### src/rtl/audio_pkg.sv
// rtl/audio_pkg.sv - shared audio sample type and I2S frame geometry
package audio_pkg;

  typedef shortint sample_t;

  function automatic int frame_len(input int slot_bits, input int bclk_div);
    return 2 * slot_bits * bclk_div;
  endfunction

  localparam int FRAME = frame_len(32, 4);
  localparam int CNT_W = $clog2(FRAME);

endpackage

### src/rtl/i2s_tx_if.sv
// rtl/i2s_tx_if.sv - sample-pair stream from the source stages into i2s_tx
interface i2s_tx_if #(
  parameter int SAMPLE_BITS = 16
);
  import audio_pkg::*;

  logic signed [SAMPLE_BITS-1:0] p_sample_l;
  logic signed [SAMPLE_BITS-1:0] p_sample_r;
  logic                          valid;
  logic                          sample_req;

  modport master (output p_sample_l, output p_sample_r, output valid, input sample_req);
  modport slave  (input p_sample_l, input p_sample_r, input valid, output sample_req);

endinterface

### src/rtl/i2s_clkgen.sv
// rtl/i2s_clkgen.sv - frame counter (mclk divider, slot, channel) with registered bclk/lrclk
module i2s_clkgen
  import audio_pkg::*;
#(
  parameter int SLOT_BITS = 32,
  parameter int BCLK_DIV  = 4
) (
  input  logic                         mclk,
  input  logic                         rst,
  output logic                         bclk,
  output logic                         lrclk,
  output logic [$clog2(SLOT_BITS)-1:0] slot,
  output logic                         bit_last,
  output logic                         boundary
);

  localparam int DW = $clog2(BCLK_DIV);
  localparam int SW = $clog2(SLOT_BITS);
  localparam logic [DW-1:0] DIV_LAST  = DW'(BCLK_DIV - 1);
  localparam logic [DW-1:0] DIV_HALF  = DW'(BCLK_DIV / 2);
  localparam logic [SW-1:0] SLOT_LAST = SW'(SLOT_BITS - 1);

  // The frame count c is held as {lr, slot, div} so no wide divide is needed.
  logic [DW-1:0] div_q, div_d;
  logic [SW-1:0] slot_q, slot_d;
  logic          lr_q, lr_d;
  logic          bclk_q, bclk_d;

  always_comb begin
    div_d  = div_q + 1'b1;
    slot_d = slot_q;
    lr_d   = lr_q;
    if (div_q == DIV_LAST) begin
      div_d  = '0;
      slot_d = slot_q + 1'b1;
      if (slot_q == SLOT_LAST) begin
        slot_d = '0;
        lr_d   = ~lr_q;
      end
    end
    bclk_d = (div_d >= DIV_HALF);
  end

  always_ff @(posedge mclk or negedge rst) begin
    if (!rst) begin
      div_q  <= '0;
      slot_q <= '0;
      lr_q   <= 1'b0;
      bclk_q <= 1'b0;
    end else begin
      div_q  <= div_d;
      slot_q <= slot_d;
      lr_q   <= lr_d;
      bclk_q <= bclk_d;
    end
  end

  assign bclk     = bclk_q;
  assign lrclk    = lr_q;
  assign slot     = slot_q;
  assign bit_last = (div_q == DIV_LAST);
  assign boundary = lr_q & (slot_q == SLOT_LAST) & (div_q == DIV_LAST);

endmodule

### src/rtl/i2s_tx.sv
// rtl/i2s_tx.sv - stereo I2S transmitter: pending/active sample buffers and MSB-first shifter
// I2S_TX_UNDERRUN_MUTE_EN: on underrun send silence instead of repeating the last pair.
module i2s_tx
  import audio_pkg::*;
#(
  parameter int SAMPLE_BITS = 16,
  parameter int SLOT_BITS   = 32,
  parameter int BCLK_DIV    = 4
) (
  input  logic     mclk,
  input  logic     rst,
  i2s_tx_if.slave  src,
  output logic     underrun,
  output logic     bclk,
  output logic     lrclk,
  output logic     sdata
);

  localparam int SW = $clog2(SLOT_BITS);
  localparam logic [SW-1:0] SLOT_LAST = SW'(SLOT_BITS - 1);
  localparam logic [SW-1:0] SAMP_LIM  = SW'(SAMPLE_BITS);

  logic          bit_last;
  logic          boundary;
  logic [SW-1:0] slot;

  i2s_clkgen #(
    .SLOT_BITS (SLOT_BITS),
    .BCLK_DIV  (BCLK_DIV)
  ) u_clkgen (
    .mclk     (mclk),
    .rst      (rst),
    .bclk     (bclk),
    .lrclk    (lrclk),
    .slot     (slot),
    .bit_last (bit_last),
    .boundary (boundary)
  );

  logic signed [SAMPLE_BITS-1:0] pend_l_q, pend_l_d, pend_r_q, pend_r_d;
  logic signed [SAMPLE_BITS-1:0] act_l_q, act_l_d, act_r_q, act_r_d;
  logic                          pend_full_q, pend_full_d;
  logic                          under_q, under_d;
  logic                          req_q, req_d;
  logic        [SAMPLE_BITS-1:0] sh_q, sh_d;
  logic                          sdata_q, sdata_d;

  always_comb begin
    pend_l_d    = pend_l_q;
    pend_r_d    = pend_r_q;
    pend_full_d = pend_full_q;
    act_l_d     = act_l_q;
    act_r_d     = act_r_q;
    under_d     = 1'b0;
    req_d       = 1'b0;

    if (boundary) begin
      req_d = 1'b1;
      // A pair arriving on the boundary itself bypasses the pending slot.
      if (src.valid) begin
        act_l_d     = src.p_sample_l;
        act_r_d     = src.p_sample_r;
        pend_full_d = 1'b0;
      end else if (pend_full_q) begin
        act_l_d     = pend_l_q;
        act_r_d     = pend_r_q;
        pend_full_d = 1'b0;
      end else begin
        under_d = 1'b1;
`ifdef I2S_TX_UNDERRUN_MUTE_EN
        act_l_d = '0;
        act_r_d = '0;
`else
        act_l_d = act_l_q;
        act_r_d = act_r_q;
`endif
      end
    end else if (src.valid) begin
      pend_l_d    = src.p_sample_l;
      pend_r_d    = src.p_sample_r;
      pend_full_d = 1'b1;
    end
  end

  // sdata moves only when the next slot begins, one bclk behind lrclk.
  always_comb begin
    sh_d    = sh_q;
    sdata_d = sdata_q;
    if (bit_last) begin
      if (slot == SLOT_LAST) begin
        sdata_d = 1'b0;
        sh_d    = lrclk ? act_l_d : act_r_d;
      end else if (slot < SAMP_LIM) begin
        sdata_d = sh_q[SAMPLE_BITS-1];
        sh_d    = sh_q << 1;
      end else begin
        sdata_d = 1'b0;
      end
    end
  end

  always_ff @(posedge mclk or negedge rst) begin
    if (!rst) begin
      pend_l_q    <= '0;
      pend_r_q    <= '0;
      pend_full_q <= 1'b0;
      act_l_q     <= '0;
      act_r_q     <= '0;
      under_q     <= 1'b0;
      req_q       <= 1'b0;
      sh_q        <= '0;
      sdata_q     <= 1'b0;
    end else begin
      pend_l_q    <= pend_l_d;
      pend_r_q    <= pend_r_d;
      pend_full_q <= pend_full_d;
      act_l_q     <= act_l_d;
      act_r_q     <= act_r_d;
      under_q     <= under_d;
      req_q       <= req_d;
      sh_q        <= sh_d;
      sdata_q     <= sdata_d;
    end
  end

  assign underrun       = under_q;
  assign src.sample_req = req_q;
  assign sdata          = sdata_q;

endmodule

### src/flat_wrapper.sv
// flat-port wrapper written by rule: the top's interface ports become plain ports
module i2s_tx_flat import audio_pkg::*;
#(
  parameter int SAMPLE_BITS = 16,
  parameter int SLOT_BITS   = 32,
  parameter int BCLK_DIV    = 4
)
  (mclk, rst, underrun, bclk, lrclk, sdata, src_p_sample_l, src_p_sample_r, src_valid, src_sample_req);
  i2s_tx_if #(.SAMPLE_BITS(SAMPLE_BITS)) src_i ();
  input  logic mclk;
  input  logic rst;
  output logic underrun;
  output logic bclk;
  output logic lrclk;
  output logic sdata;
  input wire logic [$bits(src_i.p_sample_l)-1:0] src_p_sample_l;
  input wire logic [$bits(src_i.p_sample_r)-1:0] src_p_sample_r;
  input wire logic [$bits(src_i.valid)-1:0] src_valid;
  output wire logic [$bits(src_i.sample_req)-1:0] src_sample_req;
  assign src_i.p_sample_l = src_p_sample_l;
  assign src_i.p_sample_r = src_p_sample_r;
  assign src_i.valid = src_valid;
  assign src_sample_req = src_i.sample_req;
  i2s_tx #(.SAMPLE_BITS(SAMPLE_BITS), .SLOT_BITS(SLOT_BITS), .BCLK_DIV(BCLK_DIV)) u_core (.mclk(mclk), .rst(rst), .src(src_i), .underrun(underrun), .bclk(bclk), .lrclk(lrclk), .sdata(sdata));
endmodule
### config.mk
export PLATFORM = sky130hd
export DESIGN_NAME = i2s_tx_flat
export DESIGN_NICKNAME = d
export VERILOG_FILES = /design/src/rtl/audio_pkg.sv /design/src/rtl/i2s_tx_if.sv /design/src/rtl/i2s_clkgen.sv /design/src/rtl/i2s_tx.sv /design/src/flat_wrapper.sv
export SDC_FILE = /design/constraint.sdc
export NUM_CORES = 1
export LEC_CHECK = 0
export CAP_MARGIN = 20
export CORE_MARGIN = 3
export CORE_UTILIZATION = 60
export DETAILED_ROUTE_END_ITERATION = 10
export GPL_ROUTABILITY_DRIVEN = 0
export HOLD_SLACK_MARGIN = 0.15
export PLACE_DENSITY_LB_ADDON = 0.25
export SLEW_MARGIN = 10
export SYNTH_ARGS = -nofsm -noshare
export SYNTH_HDL_FRONTEND = slang
export SYNTH_SLANG_ARGS = --single-unit
### constraint.sdc
create_clock -name mclk -period 7 [get_ports mclk]
set_input_delay 1.4 -clock mclk [delete_from_list [all_inputs] [get_ports mclk]]
set_output_delay 1.4 -clock mclk [all_outputs]
set_load 0.03 [all_outputs]
# After elaboration in Yosys (flattened, before gate mapping)
# Index checks and enable logic that the tools add are counted.
[word_totals]
rom_bits = 0
latch_bits = 0
ff_bits = 93
in_bits = 35
n_memories = 0
ramBits = 0
[op_classes]
order_cmp = 2
reduce_logical = 5
add_sub_neg = 2
muxes = 19
n_eq_ne = 2
div_mod_pow = 0
bitwise_logic = 4
n_mul = 0
n_shift = 0
[ops]
columns = ["op", "count"]
rows = [
  ["16-bit two-way mux", 9],
  ["1-bit two-way mux", 8],
  ["2-bit AND reduction", 3],
  ["5-bit by 1-bit adder with 5-bit output (second input constant)", 1],
  ["5-bit == test (second input constant)", 1],
  ["5-bit < comparator (second input constant)", 1],
  ["5-bit two-way mux", 1],
  ["2-bit nonzero test", 2],
  ["2-bit by 1-bit adder with 2-bit output (second input constant)", 1],
  ["1-bit bitwise AND", 2],
  ["2-bit == test (second input constant)", 1],
  ["2-bit greater-or-equal comparator (second input constant)", 1],
  ["2-bit two-way mux", 1],
  ["1-bit NOT", 2],
]

# Logic depth before layout (Yosys ltp)
# Gate-level depths: netlist (run 1).
[logic_depth]
depth_word = 6
mapped_depth = 10
mapped_depth_nobuf = 9

# Cells and area by module
# A second synthesis (run 1) with hierarchy kept.
[hier_totals]
cells_unflattened = 304
hier_area_um2 = 4164.0
[modules_own_cells]
columns = ["mod", "cells_per_inst", "n_inst", "area_each_um2", "seq_area_each_um2"]
rows = [
  ["i2s_tx", 273, 1, 3778.6, 2102.0],
  ["i2s_clkgen", 31, 1, 385.4, 200.2],
]

# Least setup slack after synthesis (run 1)
# Ideal clock, no wire load.
[synth_timing]
path_type = "input-to-reg"
startpoint = "in src_valid"
endpoint = "reg u_core.sh_q[11]"
required_ns = 6.876
path_slack_ns = 4.431
arrival_ns = 2.445
path_buffers = 2
cell_stages = 6
path_cell_list = "nor2b_4 buf_6 buf_6 a32o_1 a221o_1 o31a_1"
[synth_via]
elab_chain_cells = 4
[synth_rtl]
columns = ["element", "line_no", "rtl"]
rows = [
  ["start: declaration", "flat_wrapper.sv:18", "input wire logic [$bits(src_i.valid)-1:0] src_valid;"],
  ["16-bit two-way mux", "i2s_tx.sv:60", "if (src.valid) begin"],
  ["16-bit two-way mux", "i2s_tx.sv:57", "if (boundary) begin"],
  ["net u_core.act_l_d[11]", "i2s_tx.sv:41", "logic signed [SAMPLE_BITS-1:0] act_l_q, act_l_d, act_r_q, act_r_d;"],
  ["16-bit two-way mux", "i2s_tx.sv:92", "sh_d = lrclk ? act_l_d : act_r_d;"],
  ["16-bit two-way mux", "i2s_tx.sv:90", "if (slot == SLOT_LAST) begin"],
  ["end signal: assignment", "i2s_tx.sv:111", "sh_q <= '0;"],
  ["end signal: assignment", "i2s_tx.sv:121", "sh_q <= sh_d;"],
  ["end: declaration", "i2s_tx.sv:45", "logic [SAMPLE_BITS-1:0] sh_q, sh_d;"],
]
# The timed path passes the listed nets, and every way through them passes these cells.
# A chain may end at the register's enable or synchronous reset.

# Worst setup path after layout (run 1)
[layout_timing]
startpoint = "in src_valid"
endpoint = "reg u_core.sh_q[1]"
[layout_via]
elab_chain_cells = 4
[layout_rtl]
columns = ["element", "line_no"]
rows = [
  ["16-bit two-way mux", "i2s_tx.sv:60"],
  ["16-bit two-way mux", "i2s_tx.sv:57"],
  ["16-bit two-way mux (*)", "i2s_tx.sv:92"],
  ["16-bit two-way mux (*)", "i2s_tx.sv:90"],
]
# Every way passes the cells marked *; elsewhere a longest branch is shown, timed or not.

==> run summary, run 1 <==
LOGIC SYNTHESIS
----------------------------------------------------------------------------------------
Flop and latch count out of synthesis .....................................           92
Post-synthesis cell count .................................................          382
Library cells used by synthesis ...........................................           34
Main area contributors after synthesis .................................... sky130_fd_sc_hd__dfrtp_1, sky130_fd_sc_hd__mux2_2, sky130_fd_sc_hd__nor2b_1, sky130_fd_sc_hd__a32o_1, sky130_fd_sc_hd__a221o_1
Yosys top cell by area .................................................... sky130_fd_sc_hd__dfrtp_1
Avg Cell Area, Syn ........................................................   11.2 sq um
Sequential-to-total area share from yosys stat ............................        53.7%
Synthesis warning total ...................................................            0
Number of nets in the synthesized netlist .................................          421
Mapped cell area ..........................................................   4290 sq um
Share of the synthesized area in the top cell type ........................        53.7%

PLACEMENT
----------------------------------------------------------------------------------------
Cells after DPL ...........................................................          491
Cell area reported after detailed placement ...............................   4700 sq um
Dpl hpwl ..................................................................      5980 um
Post-Place Worst Slack ....................................................      2960 ps
Buffers added on ports ....................................................           39

TIMING
----------------------------------------------------------------------------------------
Minimum period implied by the final worst setup slack .....................      3700 ps
Max transition margin .....................................................        25.7%
Maximum clock frequency ...................................................      270 MHz
Setup TNS after final layout ..............................................         0 ps
Setup-failing EPs final ...................................................            0
Portion of the clock cycle consumed by the worst path in the final layout .        52.9%
Worst slack on hold paths .................................................       440 ps
Worst-case clock skew .....................................................      8.88 ps
Hold violation total from the final report ................................            0
Worst-margin pin slew .....................................................      1110 ps
Final Slew Violations .....................................................            0
Unrepaired setup endpoints after global routing ...........................           no
Worst setup margin ........................................................      3300 ps

FINAL LAYOUT
----------------------------------------------------------------------------------------
Final non-filler cell total ...............................................          507
Share of layout cells above drive strength 1 ..............................        15.1%
Net total in the final layout .............................................          445
Number of diodes added for antenna fixing .................................            0
Finished Core Util ........................................................        71.0%
Post-synthesis to final-layout area growth ................................        13.8%
Final non-filler cell area ................................................   4880 sq um

FLOORPLANNING
----------------------------------------------------------------------------------------
Die outline area ..........................................................   8200 sq um
Area of the core ..........................................................   6870 sq um
Effective utilization at floorplan ........................................        62.4%
Chip Width ................................................................      90.5 um
Standard-cell rows ........................................................           30
Number of top-level pins ..................................................           40
Die height ................................................................      90.5 um

CLOCKING
----------------------------------------------------------------------------------------
CTS clk-pin slew, worst paths .............................................        90 ps
Number of sinks on the clock net ..........................................           92
Number of resized instances in the post-cts repair step ...................            0
CTS Buf Count .............................................................            9
Max H-tree Level ..........................................................            3
Skew-Pair Late Insertion Delay ............................................       360 ps
Hold-fix buffer count after cts ...........................................            0
Clock tree from TritonCTS .................................................        built
Root Driver ............................................................... sky130_fd_sc_hd__clkbuf_8
Maximum root-to-sink buffer count .........................................            2
Number of buffers added for setup after CTS ...............................            0

PWR
----------------------------------------------------------------------------------------
Proportion of power drawn by flip-flops and latches .......................        58.6%
Peak supply drop ..........................................................       132 uV
Part of the power in combinational logic ..................................         7.7%
PwrDens ...................................................................  201 nW/um^2
Final Power ...............................................................     0.980 mW
Leakage component of the power ............................................      2.06 nW
Fraction of power spent switching nets ....................................        23.6%
Switching power of the nets ...............................................     0.231 mW
Internal Dissipation ......................................................     0.748 mW
Part of the power in the clock network ....................................        33.7%

ROUTE
----------------------------------------------------------------------------------------
DRC .......................................................................            0
First-pass iteration count of the detailed router .........................            5
Average wire length per cell after detail routing .........................      18.4 um
Iteration-0 DRC count of the detailed router ..............................          280
Number of nets still failing antenna checks after routing .................            0
Post-DR vias/cell .........................................................         6.38
Vias post-DR ..............................................................         3233
Total detailed-routing wirelength .........................................      9350 um

SETUP PATH
----------------------------------------------------------------------------------------
Kind of start point of the critical path .................................. primary input
Arrival @ worst endpoint ..................................................      3950 ps
Reg2reg setup slack .......................................................      3840 ps
Critical path class .......................................................       in2reg
CP Capture Type ...........................................................    flip-flop
Required time of the critical path ........................................      7250 ps
Maximum net fanout on the critical path ...................................           23

GRT
----------------------------------------------------------------------------------------
Antenna violations before repair ..........................................            0
Pin count of the biggest net entering global routing ......................           57
Global-route wire length before repair ....................................     15700 um
GRT overflow ..............................................................            0
Global router's overall resource usage ....................................        23.7%
Vias in the first global route ............................................         3185

JOB
----------------------------------------------------------------------------------------
Max-cap violations ........................................................            0

HOLD PATH
----------------------------------------------------------------------------------------
Tightest Hold Check Type ..................................................      reg2reg

STATUS
----------------------------------------------------------------------------------------
Result of the run ......................................................... finished, final reports clean

critical path, stage by stage:
cell                              delay, ps
sky130_fd_sc_hd__clkdlybuf4s50_1       1000
sky130_fd_sc_hd__nand2_1                170
sky130_fd_sc_hd__nor2_2                 560
sky130_fd_sc_hd__buf_4                  360
sky130_fd_sc_hd__a221oi_1               140
sky130_fd_sc_hd__a221oi_1               310
worst paths after layout:
| check | startpoint | end | depth (start not counted) |
|---|---|---|---|
| setup / recovery | src_valid | u_core.sh_q[1] | 6 |
| hold / removal | u_core.u_clkgen.div_q[0] | u_core.u_clkgen.div_q[0] | 1 |
| setup reg to reg | u_core.u_clkgen.slot[0] | u_core.sh_q[5] | 11 |
| max in group asynchronous | rst | u_core.act_l_q[13] | 2 |
| min in group asynchronous | rst | u_core.act_r_q[7] | 1 |
| hold reg to reg | u_core.u_clkgen.div_q[0] | u_core.u_clkgen.div_q[0] | 1 |
power groups by stage:
stage	registers [mW]	logic, mW	clock network, mW
3_5_place_dp	0.584	0.0768	0
2_1_floorplan	0.578	0.0379	0
6_report	0.574	0.0755	0.330
3_3_place_gp	0.583	0.0743	0
5_1_grt	0.576	0.0839	0.358
4_1_cts	0.573	0.0769	0.336
placed cells by master (no fill, tap or decap), drive strengths merged:
master         count
a21oi             17
o22a               2
nand3b             1
o21ai             24
mux2              35
o221ai             1
nand2b             1
clkinv             2
ha                 4
a22oi             15
nor3b              1
a221oi            10
o32a               1
clkinvlp           1
nor2b             26
a221o             12
o31a               8
buf                8
nor2              19
nand2              9
or3                5
dfrtp             92
and2               1
o22ai             12
a31oi             15
clkdlybuf4s50     38
nor3               2
xnor2              1
inv               17
clkbuf            13
a32o              15
nand3              3
cells by family (layout without fill, tap and decap cells):
kind of cell	after synthesis	after routing	synth area share (%)
buffers and inverters	50	79	5.08
adder cells (fa/ha/maj)	4	4	1.17
flip-flops	92	92	53.7
AND/OR/NAND/NOR	68	68	8.49
AO/OA/AOI/OAI	132	132	22.2
multiplexers	35	35	9.19
XOR/XNOR	1	1	0.204
flip-flops by register name (all words and copies together), names as in the netlist:
signal,count
u_core.act_l_q,16
u_core.act_r_q,16
u_core.pend_full_q,1
u_core.pend_l_q,16
u_core.pend_r_q,16
u_core.sdata,1
u_core.sh_q,16
u_core.src.sample_req,1
u_core.u_clkgen.bclk,1
u_core.u_clkgen.div_q,1
u_core.u_clkgen.lrclk,1
u_core.u_clkgen.slot,5
u_core.underrun,1
cell type report:
cell class / count / area (sq um)
flip-flops and latches: 92 / 2300
fillers: 498 / 1990
multi-input cells: 240 / 1770
repair buffers: 46 / 440
clock buffers: 13 / 159
well taps: 96 / 120
inverters: 17 / 63.8
clock inverters: 3 / 21.3
routing by layer:
metal  part of all wire, %  global-route usage (%)  wire [um]
met5                     0                       0          0
met4                   1.9                    9.31        180
met3                   5.1                    3.33        475
met2                    48                    36.9       4500
met1                    45                    33.8       4190
synth_stat cells (all sizes together):
master,count
dfrtp,92
mux2,35
nor2b,26
o21ai,24
clkbuf,22
nor2,19
a21oi,17
inv,17
a22oi,15
a31oi,15
a32o,15
a221o,12
o22ai,12
buf,11
a221oi,10
nand2,9
o31a,8
or3,5
ha,4
nand3,3
nor3,2
o22a,2
and2,1
nand2b,1
nand3b,1
nor3b,1
o221ai,1
o32a,1
xnor2,1
Note: power is estimated with default switching activity, not from simulation.
==> inputs of run 2 (changes only) <==
CORE_UTILIZATION = 57   (was 60)
clock period = 3.45 ns   (was 7 ns; I/O delays follow)
==> run 2 against run 1 <==
  * Cell count increased by 0.99%
  * Sequential share of layout area fell by 0.57 points
  * Combinational power is 110% higher
  * Utilization down 1.0 points
==> run summary, run 2 (same netlist as run 1, synthesis figures left out) <==
PWR
----------------------------------------------------------------------------------------
Peak supply drop ..........................................................       266 uV   +100%
Leakage component of the power ............................................      2.09 nW   +1.8%
PwrDens ...................................................................  417 nW/um^2   +110%
Final Power ...............................................................      2.06 mW   +110%

PLACEMENT
----------------------------------------------------------------------------------------
Dpl hpwl ..................................................................      6440 um   +7.8%
Cell area reported after detailed placement ...............................   4740 sq um   +0.80%
Buffers added on ports ....................................................           39   unchanged

STATUS
----------------------------------------------------------------------------------------
Result of the run ......................................................... finished, final reports clean

SETUP PATH
----------------------------------------------------------------------------------------
Critical path class .......................................................      reg2reg
Worst flop-to-flop path endpoint .......................................... u_core.sh_q[7]
Startpoint of the lowest-slack register-to-register path .................. u_core.u_clkgen.slot[0]
Kind of start point of the critical path ..................................    flip-flop
Standard cell with the maximum stage delay on the critical path ........... sky130_fd_sc_hd__dfrtp_1
CP Capture Type ...........................................................    flip-flop
Largest stage delay, worst path ...........................................       420 ps   -580 ps
Sequence of cells on the critical path .................................... ha_1 > nand3_1 > inv_1 > ha_1 > nand3_2 > inv_2 > a32o_1 > a221o_1 > o31a_1
Cell count of the worst reg-to-reg path ...................................            9   -2
Arrival @ worst endpoint ..................................................      2700 ps   -1250 ps
CP dominant cell by count ................................................. sky130_fd_sc_hd__ha_1
Reg2reg setup slack .......................................................       990 ps   -2850 ps
Required time of the critical path ........................................      3690 ps   -3560 ps
Maximum net fanout on the critical path ...................................           32   +39%

TIMING
----------------------------------------------------------------------------------------
Setup-failing EPs final ...................................................            0   unchanged
Max transition margin .....................................................        58.3%   +33 points
Hold violation total from the final report ................................            0   unchanged
Unrepaired setup endpoints after global routing ...........................           no
Portion of the clock cycle consumed by the worst path in the final layout .        71.3%
Worst-margin pin slew .....................................................       624 ps   -490 ps
Minimum period implied by the final worst setup slack .....................      2460 ps
Final Slew Violations .....................................................            0   unchanged
Worst-case clock skew .....................................................      9.39 ps   +0.507 ps
Setup TNS after final layout ..............................................         0 ps   unchanged
Maximum clock frequency ...................................................      406 MHz

FINAL LAYOUT
----------------------------------------------------------------------------------------
Finished Core Util ........................................................        70.0%   -1.0 points
Post-synthesis to final-layout area growth ................................        15.2%
Final non-filler cell area ................................................   4940 sq um   +1.2%
Leading cell type in the layout, fill and taps excluded ................... sky130_fd_sc_hd__dfrtp_1
Most used cells in the layout excluding fill and tap cells ................ sky130_fd_sc_hd__dfrtp_1, sky130_fd_sc_hd__clkdlybuf4s50_1, sky130_fd_sc_hd__mux2_2, sky130_fd_sc_hd__o21ai_0, sky130_fd_sc_hd__nor2b_1
Share of layout cells above drive strength 1 ..............................        16.3%   +1.3 points
Number of diodes added for antenna fixing .................................            0   unchanged
Net total in the final layout .............................................          450   +1.1%

CLOCKING
----------------------------------------------------------------------------------------
Root Driver ............................................................... sky130_fd_sc_hd__clkbuf_8
Maximum root-to-sink buffer count .........................................            2   unchanged
Number of resized instances in the post-cts repair step ...................            0   unchanged
CTS clk-pin slew, worst paths .............................................        90 ps   about the same
Number of sinks on the clock net ..........................................           92   unchanged
Hold-fix buffer count after cts ...........................................            0   unchanged
Skew-Pair Late Insertion Delay ............................................       350 ps   about the same
Clock tree from TritonCTS .................................................        built
CTS Buf Count .............................................................            9   unchanged
Max H-tree Level ..........................................................            3   unchanged
Number of buffers added for setup after CTS ...............................            0   unchanged

FLOORPLANNING
----------------------------------------------------------------------------------------
Die height ................................................................      92.7 um   +2.4%
Number of top-level pins ..................................................           40   unchanged
Effective utilization at floorplan ........................................        60.8%   -1.7 points
Die outline area ..........................................................   8600 sq um   +4.9%
Area of the core ..........................................................   7060 sq um   +2.7%
Chip Width ................................................................      92.7 um   +2.4%
Standard-cell rows ........................................................           30   unchanged

GRT
----------------------------------------------------------------------------------------
Pin count of the biggest net entering global routing ......................           43   -25%
Antenna violations before repair ..........................................            0   unchanged
GRT overflow ..............................................................            0   unchanged
Global-route wire length before repair ....................................     16500 um   +5.3%
Vias in the first global route ............................................         3365   +5.7%
Global router's overall resource usage ....................................        24.6%   +0.90 points

JOB
----------------------------------------------------------------------------------------
Max-cap violations ........................................................            0   unchanged

ROUTE
----------------------------------------------------------------------------------------
Post-DR vias/cell .........................................................         6.44   +0.98%
Number of nets still failing antenna checks after routing .................            0   unchanged
Iteration-0 DRC count of the detailed router ..............................          325   +16%
First-pass iteration count of the detailed router .........................            5   unchanged
DRC .......................................................................            0   unchanged
Average wire length per cell after detail routing .........................      19.6 um   +6.1%
Total detailed-routing wirelength .........................................     10000 um   +7.1%
Vias post-DR ..............................................................         3297   +2.0%

HOLD PATH
----------------------------------------------------------------------------------------
Tightest Hold Check Type ..................................................     in2async

[run 2: area by class of cell]
type                       count  area (sq um)
inverter                      17          63.8
timing repair buffer          51           478
tap                           96           120
multi-input combinational    240          1770
fill                         543          2120
clock buffer                  12           155
sequential                    92          2300
clock inverter                 4          47.5
[run 2: routing by layer]
layer	global-route usage [%]	share of wire (%)	vias to the layer above	routed length, um
li1	-	-	1485	-
met1	32.4	42	1658	4240
met4	11.2	2.1	0	215
met2	40.0	50	133	4990
met3	4.06	5.7	21	572
met5	0	0	-	0
[run 2: worst max path at each step]
stage                            start         endpoint  slack, ps  cells past startpoint
2_1_floorplan  u_core.u_clkgen.slot[0]   u_core.sh_q[6]       1210                     10
3_3_place_gp                 src_valid   u_core.sh_q[5]        990                      6
3_5_place_dp                 src_valid  u_core.sh_q[10]        930                      6
4_1_cts        u_core.u_clkgen.slot[0]   u_core.sh_q[7]        990                      9
5_1_grt        u_core.u_clkgen.slot[0]   u_core.sh_q[2]        850                      9
6_report       u_core.u_clkgen.slot[0]   u_core.sh_q[7]        990                      9
[run 2: critical path, delay by kind of cell, from the launching register on]
family,cells,cell delay (ps)
AND/OR/NAND/NOR,2,220
flip-flops,1,420
adder cells (fa/ha/maj),2,450
AO/OA/AOI/OAI,3,950
buffers and inverters,2,310
[run 2: through the flow]
step                hold slack (ps)  setup WS (ps)  cells
floorplan                       394           1210    382
global placement                417            991    496
detailed placement              421            926    496
CTS                             314            992    512
global route                    330            850    512
finish                          306            989    512
[run 2: power breakdown]
group          internal (mW)  switching [mW]
Clock                  0.373           0.364
Combinational         0.0880          0.0687
Sequential              1.13          0.0343
